## config.mk

```make
export PLATFORM = sky130hd
export DESIGN_NAME = fast_unsigned_divider
export DESIGN_NICKNAME = d
export VERILOG_FILES = /design/src/rtl/fast_unsigned_divider.sv
export SDC_FILE = /design/constraint.sdc
export NUM_CORES = 1
export LEC_CHECK = 0
export CAP_MARGIN = 20
export CORE_MARGIN = 5
export CORE_UTILIZATION = 44
export DETAILED_ROUTE_END_ITERATION = 16
export GPL_ROUTABILITY_DRIVEN = 0
export PLACE_DENSITY = 0.75
export SLEW_MARGIN = 10
export SYNTH_ARGS = -nofsm -noshare
export SYNTH_HDL_FRONTEND = slang
export SYNTH_SLANG_ARGS = --single-unit
```

## constraint.sdc

```tcl
create_clock -name iClk -period 6.75 [get_ports iClk]
set_clock_uncertainty 0.15 [all_clocks]
set_input_delay 0.675 -clock iClk [delete_from_list [all_inputs] [get_ports iClk]]
set_output_delay 0.675 -clock iClk [all_outputs]
set_load 0.03 [all_outputs]
```

## src/rtl/fast_unsigned_divider.sv

```systemverilog
// Sequential radix-2 restoring unsigned divider.
// Produces one quotient bit per clock. Each trial subtraction goes through a
// single carry-lookahead adder, and that adder's carry-out is the borrow flag.
// A zero divisor skips the iteration and returns an all-ones quotient.
//
// state | meaning
// IDLE  | ready for a new operation; operands are sampled on iStart
// CALC  | one restoring iteration per cycle, OUTPUT_LENGTH cycles in total
// DONE  | result is presented until the consumer acknowledges it

module carry_lookahead_adder #(
  parameter int WIDTH = 17
) (
  input  logic [WIDTH-1:0] iA,
  input  logic [WIDTH-1:0] iB,
  input  logic             iC,
  output logic [WIDTH-1:0] oS,
  output logic             oC
);

  logic [WIDTH-1:0] gen;
  logic [WIDTH-1:0] prop;
  logic [WIDTH:0]   carry;

  // Each carry is expanded from the generate/propagate terms and the carry-in,
  // so that no carry depends on the carry computed before it.
  always_comb begin
    logic c_acc;
    gen  = iA & iB;
    prop = iA ^ iB;
    carry = '0;
    for (int i = 0; i <= WIDTH; i++) begin
      c_acc = iC;
      for (int j = 0; j < i; j++) begin
        c_acc = gen[j] | (prop[j] & c_acc);
      end
      carry[i] = c_acc;
    end
    oS = prop ^ carry[WIDTH-1:0];
    oC = carry[WIDTH];
  end

endmodule

module fast_unsigned_divider #(
  parameter int INPUT_LENGTH  = 16,
  parameter int OUTPUT_LENGTH = 32
) (
  input  logic                     iClk,
  input  logic                     iRstN,
  input  logic                     iStart,
  input  logic [OUTPUT_LENGTH-1:0] iA,
  input  logic [INPUT_LENGTH-1:0]  iB,
  output logic                     oReady,
  output logic                     oValid,
  input  logic                     iAck,
  output logic [OUTPUT_LENGTH-1:0] oQuot,
  output logic [INPUT_LENGTH-1:0]  oRem,
  output logic                     oDivZero
);

  localparam int CNT_W = (OUTPUT_LENGTH > 1) ? $clog2(OUTPUT_LENGTH) : 1;

  typedef enum logic [1:0] {
    IDLE = 2'd0,
    CALC = 2'd1,
    DONE = 2'd2
  } state_t;

  state_t                   state_q, state_d;
  logic [OUTPUT_LENGTH-1:0] quot_q, quot_d;
  logic [INPUT_LENGTH-1:0]  div_q, div_d;
  logic [INPUT_LENGTH-1:0]  rem_q, rem_d;
  logic [CNT_W-1:0]         cnt_q, cnt_d;
  logic                     dz_q, dz_d;

  logic [INPUT_LENGTH:0]    trial;
  logic [INPUT_LENGTH:0]    diff;
  logic                     no_borrow;
  logic                     unused_diff_msb;

  // Partial remainder shifted left with the next dividend bit brought in.
  assign trial = {rem_q, quot_q[OUTPUT_LENGTH-1]};

  // trial - divisor as trial + ~divisor + 1; carry-out high means no borrow.
  carry_lookahead_adder #(
    .WIDTH(INPUT_LENGTH + 1)
  ) u_cla (
    .iA(trial),
    .iB(~{1'b0, div_q}),
    .iC(1'b1),
    .oS(diff),
    .oC(no_borrow)
  );

  // When the subtraction succeeds the difference is below the divisor, so its
  // top bit is always zero and the remainder fits in INPUT_LENGTH bits.
  assign unused_diff_msb = diff[INPUT_LENGTH];

  // Next-state and datapath update.
  always_comb begin
    state_d = state_q;
    quot_d  = quot_q;
    div_d   = div_q;
    rem_d   = rem_q;
    cnt_d   = cnt_q;
    dz_d    = dz_q;
    unique case (state_q)
      IDLE: begin
        if (iStart) begin
          div_d = iB;
          cnt_d = CNT_W'(OUTPUT_LENGTH - 1);
          if (iB == '0) begin
            quot_d  = '1;
            rem_d   = iA[INPUT_LENGTH-1:0];
            dz_d    = 1'b1;
            state_d = DONE;
          end else begin
            quot_d  = iA;
            rem_d   = '0;
            dz_d    = 1'b0;
            state_d = CALC;
          end
        end
      end
      CALC: begin
        rem_d  = no_borrow ? diff[INPUT_LENGTH-1:0] : trial[INPUT_LENGTH-1:0];
        quot_d = {quot_q[OUTPUT_LENGTH-2:0], no_borrow};
        if (cnt_q == '0) begin
          state_d = DONE;
        end else begin
          cnt_d = cnt_q - 1'b1;
        end
      end
      DONE: begin
        if (iAck) begin
          state_d = IDLE;
        end
      end
      default: begin
        state_d = IDLE;
      end
    endcase
  end

  // State and datapath registers; reset abandons any operation in flight.
  always_ff @(posedge iClk or negedge iRstN) begin
    if (!iRstN) begin
      state_q <= IDLE;
      quot_q  <= '0;
      div_q   <= '0;
      rem_q   <= '0;
      cnt_q   <= '0;
      dz_q    <= 1'b0;
    end else begin
      state_q <= state_d;
      quot_q  <= quot_d;
      div_q   <= div_d;
      rem_q   <= rem_d;
      cnt_q   <= cnt_d;
      dz_q    <= dz_d;
    end
  end

  assign oReady   = (state_q == IDLE);
  assign oValid   = (state_q == DONE);
  assign oQuot    = quot_q;
  assign oRem     = rem_q;
  assign oDivZero = dz_q;

endmodule

```

==> impl_metrics.tcl, run 1 <==
set metrics [dict create \
    drv_cap 0 \
    hold_violations 0 \
    cpMostUsedCell "fa_2" \
    irDropWorstVdd_v 0.0003945 \
    worstSkewPairLatency_ps 360 \
    hold_path_depth 2 \
    wirelength_mm 10.96 \
    synth_seq_area_share 0.4554 \
    worstHoldPathType "reg2reg" \
    fin_crit_sh 0.9757 \
    initial_core_util 0.4515 \
    cts_buffer_depth 2 \
    via_per_inst 5.933 \
    root_buffer "clkbuf_8" \
    cp.depth 20 \
    io_buffers 102 \
    ios 103 \
    grt_pass1_wl_mm 18.12 \
    worst_setup_path_start_kind "register" \
    wire_per_inst_um 18.74 \
    netSwitchingFraction 0.4442 \
    clk_pin_slew_ps 80 \
    crit_required_ps 6820 \
    setup_viol 0 \
    final_cell_mix "clkdlybuf4s50_1, dfrtp_1, a21oi_1" \
    path_buf_inv 1 \
    hold_path.startpoint "oDivZero" \
    p_leak_nw 2.038 \
    powerDensity_nw_per_um2 564.0 \
    setup_tns_ps 0 \
    first_pass_iters 5 \
    grt_usage 0.1980 \
    netSwitchingPower_w 0.001328 \
    slew_viol_final 0 \
    final_antenna_net_count 0 \
    syn-num-nets 454 \
    clock-sinks 72 \
    critPathArrivalTime_ps 6650 \
    fmax_mhz 151.8 \
    grt_pass1_vias 3472 \
    htreeDepth 3 \
    syn_area_um2 3956 \
    die_h_um 104.8 \
    cp_top_family "adder cells" \
    status "finished, final reports clean" \
    power_frac_clock 0.117 \
    core_um2 8763 \
    layout_commonest_cell "clkdlybuf4s50_1" \
    min_period_ps 6586 \
    r2r_cells 20 \
    reg2reg_from "div_q[0]" \
    async_flop_share 1.000 \
    dieArea_um2 10990 \
    overflow 0 \
    drive_gt1_frac 0.1405 \
    drc_errors 0 \
    yosys_warnings 0 \
    stdcell_count 585 \
    cp_max_fo 2 \
    pwr-share-comb 0.587 \
    tightestPinTransition_ps 924.2 \
    critPathMaxStageDelay_ps 420 \
    cts_made_buffers 9 \
    cp-startpoint "div_q[0]" \
    rsz0062_at_grt "false" \
    p_int_w 0.001662 \
    cts_tree "done" \
    cts_setup_buffers 0 \
    netlist_instances 384 \
    synth_seq_cells 72 \
    die_w_um 104.8 \
    cts_hold_buf 0 \
    yosys_most_used_dff "dfrtp_1" \
    crit_type "reg2reg" \
    cpMaxStageDelayCell "fa_2" \
    synth.avg_cell_area_um2 10.30 \
    row_count 34 \
    antenna_found_initial 0 \
    synth-edff-count 0 \
    seqPwrFrac 0.296 \
    grt_max_degree 73 \
    yosysUniqueCellTypes 43 \
    vias 3471 \
    crit_chain "ha_4 -> fa_2 -> fa_2 -> fa_2 -> fa_2 -> fa_2 -> fa_2 -> fa_2 -> fa_2 -> fa_2 -> fa_2 -> fa_2 -> fa_2 -> fa_2 -> fa_2 -> inv_2 -> fa_2 -> and3b_1 -> o21ai_1 -> o211ai_1" \
    relSlewSlack 0.3839 \
    endpoint_kind "register" \
    dp.final_hpwl_mm 7.511 \
    drt_iter0_drc 254 \
    dp.cells 568 \
    nets 542 \
    area_growth_pct 34.03 \
    diodes 0 \
]
==> flip-flops by register name (all words and copies together), names as in the netlist <==
name	count
cnt_q	5
div_q	16
oDivZero	1
oQuot	32
oRem	16
state_q	2
==> tightest hold or removal path, delay by kind of cell, from the launching register on <==
kind	cells	cell delay [ps]
compound gates	1	60
flops	1	350
simple gates	1	60
==> power groups by stage <==
stage	registers [W]	clock network [W]	logic, W
2_1_floorplan	0.00110	0	0.000899
3_3_place_gp	0.000879	0	0.00164
3_5_place_dp	0.000887	0	0.00172
4_1_cts	0.000882	0.000351	0.00173
5_1_grt	0.000917	0.000370	0.00194
6_report	0.000885	0.000349	0.00176
==> cell families after synthesis <==
kind of cell               Yosys count  share of synthesized area
AOI/OAI and AO/OA                  142                     0.2413
and+or+nand+nor                     79                     0.1078
DFF                                 72                     0.4554
buffers and inverters               57                    0.06483
adders and majority gates           18                    0.08539
muxes                               16                    0.04522
==> cell usage after synthesis (5+ instances only) <==
cell,number,share of area
buf_2,18,0.023
a22oi_1,17,0.032
nor2_1,5,0.0047
nor2b_1,18,0.028
o21ai_0,20,0.025
inv_1,21,0.020
clkbuf_1,13,0.012
o211ai_1,19,0.036
nor3_1,17,0.022
fa_1,15,0.076
mux2_2,15,0.043
o221ai_1,28,0.062
nand2_1,20,0.019
o22ai_1,16,0.025
a21oi_1,32,0.040
dfrtp_1,72,0.46
==> final cells by class <==
| type | count | area (um2) |
|---|---|---|
| fillers | 731 | 3461 |
| multi-input cells | 255 | 1964 |
| flip-flops and latches | 72 | 1803 |
| repair buffers | 113 | 1124 |
| well taps | 108 | 135.1 |
| clock buffers | 10 | 127.6 |
| inverters | 21 | 78.83 |
| clock inverters | 6 | 70.07 |
==> final timing paths <==
| kind | slack, ps | end |
|---|---|---|
| max in group asynchronous | 5410 | oQuot[31] |
| min reg2reg | 350 | oDivZero |
| min in group asynchronous | 390 | oQuot[24] |
| max reg2reg | 160 | oRem[15] |
| max | 160 | oRem[15] |
| min | 350 | oDivZero |
==> repair_timing <==
item	4_1_cts	5_1_grt
setup endpoints to repair	1	16
pin swaps	0	1
cloned	0	1
resized for setup	3	10
==> per-layer routing <==
layer  vias to the layer above  share of wire  track usage
li1                       1603              -            -
met1                      1734           0.44       0.2685
met2                       127           0.49       0.3233
met3                         7          0.070      0.04747
met4                         0         0.0045      0.04566
met5                         -              0            0
==> through the flow <==
stage	setup WS (ps)	total power [W]	hold slack (ps)	area (um2)	util
detailed placement	-58.70	0.002606	346.0	5070	0.5785
floorplan	13.89	0.002000	229.4	3989	-
finish	163.7	0.002991	353.2	5303	0.6051
CTS	41.98	0.002962	364.4	5273	0.6017
global route	0.7350	0.003222	374.2	5303	0.6051
global placement	83.22	0.002520	334.3	5042	0.5754
(Power assumes the default switching activity.)
==> inputs of run 2 (changes only) <==
Settings changed: CAP_MARGIN 20 to 30.
==> impl_metrics.tcl, run 2 (synthesis gave the netlist of run 1 again) <==
set metrics [dict create \
    status "finished, final reports clean" \
    fmax_mhz 151.9 \
    wire_per_inst_um 18.62 \
    fin_crit_sh 0.9756 \
    stdcell_count 586 \
    worstHoldPathType "in2async" \
    power_frac_clock 0.116 \
    grt_max_degree 73 \
    crit_chain "inv_2 -> ha_4 -> fa_2 -> fa_2 -> fa_2 -> fa_2 -> fa_2 -> fa_2 -> fa_2 -> fa_2 -> fa_2 -> fa_2 -> fa_2 -> fa_2 -> fa_2 -> fa_2 -> inv_2 -> fa_2 -> and3b_1 -> o21ai_1 -> o211ai_1" \
    wl_met1_mm 4.735 \
    root_buffer "clkbuf_8" \
    setup_tns_ps 0 \
    vias 3489 \
    tightestPinTransition_ps 923.0 \
    powerDensity_nw_per_um2 561.3 \
    diodes 0 \
    netSwitchingFraction 0.4436 \
    grt_pass1_vias 3472 \
    rsz0062_at_grt "false" \
    via_per_inst 5.954 \
    drive_gt1_frac 0.1423 \
    p_int_w 0.001665 \
    min_period_ps 6585 \
    cts_hold_buf 0 \
    critPathArrivalTime_ps 6650 \
    endpoint_kind "register" \
    final_cell_mix "clkdlybuf4s50_1, dfrtp_1, a21oi_1" \
    io_buffers 102 \
    layout_commonest_cell "clkdlybuf4s50_1" \
    worstSkewPairLatency_ps 350 \
    drv_cap 0 \
    area_growth_pct 34.72 \
    cpMostUsedCell "fa_2" \
    relSlewSlack 0.3846 \
    cp_max_fo 2 \
    grt_usage 0.1980 \
    ios 103 \
    grt_pass1_wl_mm 18.12 \
    initial_core_util 0.4515 \
    final_antenna_net_count 0 \
    wirelength_mm 10.91 \
    drc_errors 0 \
    cts_tree "done" \
    nets 543 \
    row_count 34 \
    first_pass_iters 6 \
    wl_met2_mm 5.359 \
    worst_setup_path_start_kind "register" \
    slew_viol_final 0 \
    htreeDepth 3 \
    hold_violations 0 \
    crit_required_ps 6810 \
    die_w_um 104.8 \
    cpMaxStageDelayCell "fa_2" \
    path_buf_inv 2 \
    irDropWorstVdd_v 0.0003933 \
    clock-sinks 72 \
    largest_register_ffs 32 \
    rrSetupSlack_ps 160 \
    critPathMaxStageDelay_ps 420 \
    p_leak_nw 2.051 \
    drt_iter0_drc 212 \
    dp.cells 568 \
    dp.final_hpwl_mm 7.511 \
    routed.top_layer "met4" \
    overflow 0 \
    clk_pin_slew_ps 90 \
    die_h_um 104.8 \
    dieArea_um2 10990 \
    cts_made_buffers 9 \
    antenna_found_initial 0 \
    seqPwrFrac 0.296 \
    pwr-share-comb 0.588 \
    netSwitchingPower_w 0.001327 \
    cp_top_family "adder cells" \
    crit_type "reg2reg" \
    cts_buffer_depth 2 \
    core_um2 8763 \
    setup_viol 0 \
    wl_met3_um 720 \
]
run 2: through the flow:
stage	utilization	total power, W	hold WS [ps]	cell area [um2]	setup WS, ps
global route	0.6082	0.003225	68.97	5330	0.5609
detailed placement	0.5785	0.002606	346.0	5070	-58.70
CTS	0.6017	0.002962	364.4	5273	41.98
finish	0.6082	0.002992	74.11	5330	164.8
floorplan	-	0.002000	229.4	3989	13.89
global placement	0.5754	0.002520	334.3	5042	83.22
run 2: final cells by class:
cell class	count	area, um2
clock buffer	10	127.6
tap	108	135.1
inverter	21	78.83
clock inverter	6	70.07
fill	730	3433
timing repair buffer	114	1151
multi-input combinational	255	1964
sequential	72	1803
run 2: path summary, 6_finish.rpt:
| kind | from | to | cells past startpoint |
|---|---|---|---|
| max reg2reg | oQuot[31] | oRem[15] | 21 |
| max | oQuot[31] | oRem[15] | 21 |
| max in group asynchronous | iRstN | oQuot[31] | 3 |
| min reg2reg | oDivZero | oDivZero | 2 |
| min | iRstN | oQuot[24] | 2 |
| min in group iClk | oDivZero | oDivZero | 2 |
run 2: power groups by stage:
stage / registers, W / clock network (W) / logic (W)
3_3_place_gp: 0.000879 / 0 / 0.00164
6_report: 0.000884 / 0.000348 / 0.00176
3_5_place_dp: 0.000887 / 0 / 0.00172
5_1_grt: 0.000917 / 0.000370 / 0.00194
2_1_floorplan: 0.00110 / 0 / 0.000899
4_1_cts: 0.000882 / 0.000351 / 0.00173
run 2: worst register-to-register path: stages (launching register included):
cell and delay, ps:
dfrtp_2 370, inv_2 50, ha_4 150, fa_2 330, fa_2 340, fa_2 350, fa_2 350, fa_2 350
fa_2 350, fa_2 340, fa_2 350, fa_2 350, fa_2 350, fa_2 350, fa_2 350, fa_2 360
fa_2 340, inv_2 60, fa_2 420, and3b_1 170, o21ai_1 120, o211ai_1 110
run 2: what timing repair did:
item | 4_1_cts | 5_1_grt
resized for setup | 3 | 10
gates cloned | 0 | 1
setup buffers | 0 | 0
endpoints found under the setup margin | 1 | 16
pin swaps | 0 | 1
run 2: metal layers:
metal | global-route usage | vias to the layer above
li1 | - | 1605
met1 | 0.2685 | 1751
met2 | 0.3233 | 123
met3 | 0.04747 | 10
met4 | 0.04566 | 0
met5 | 0 | -
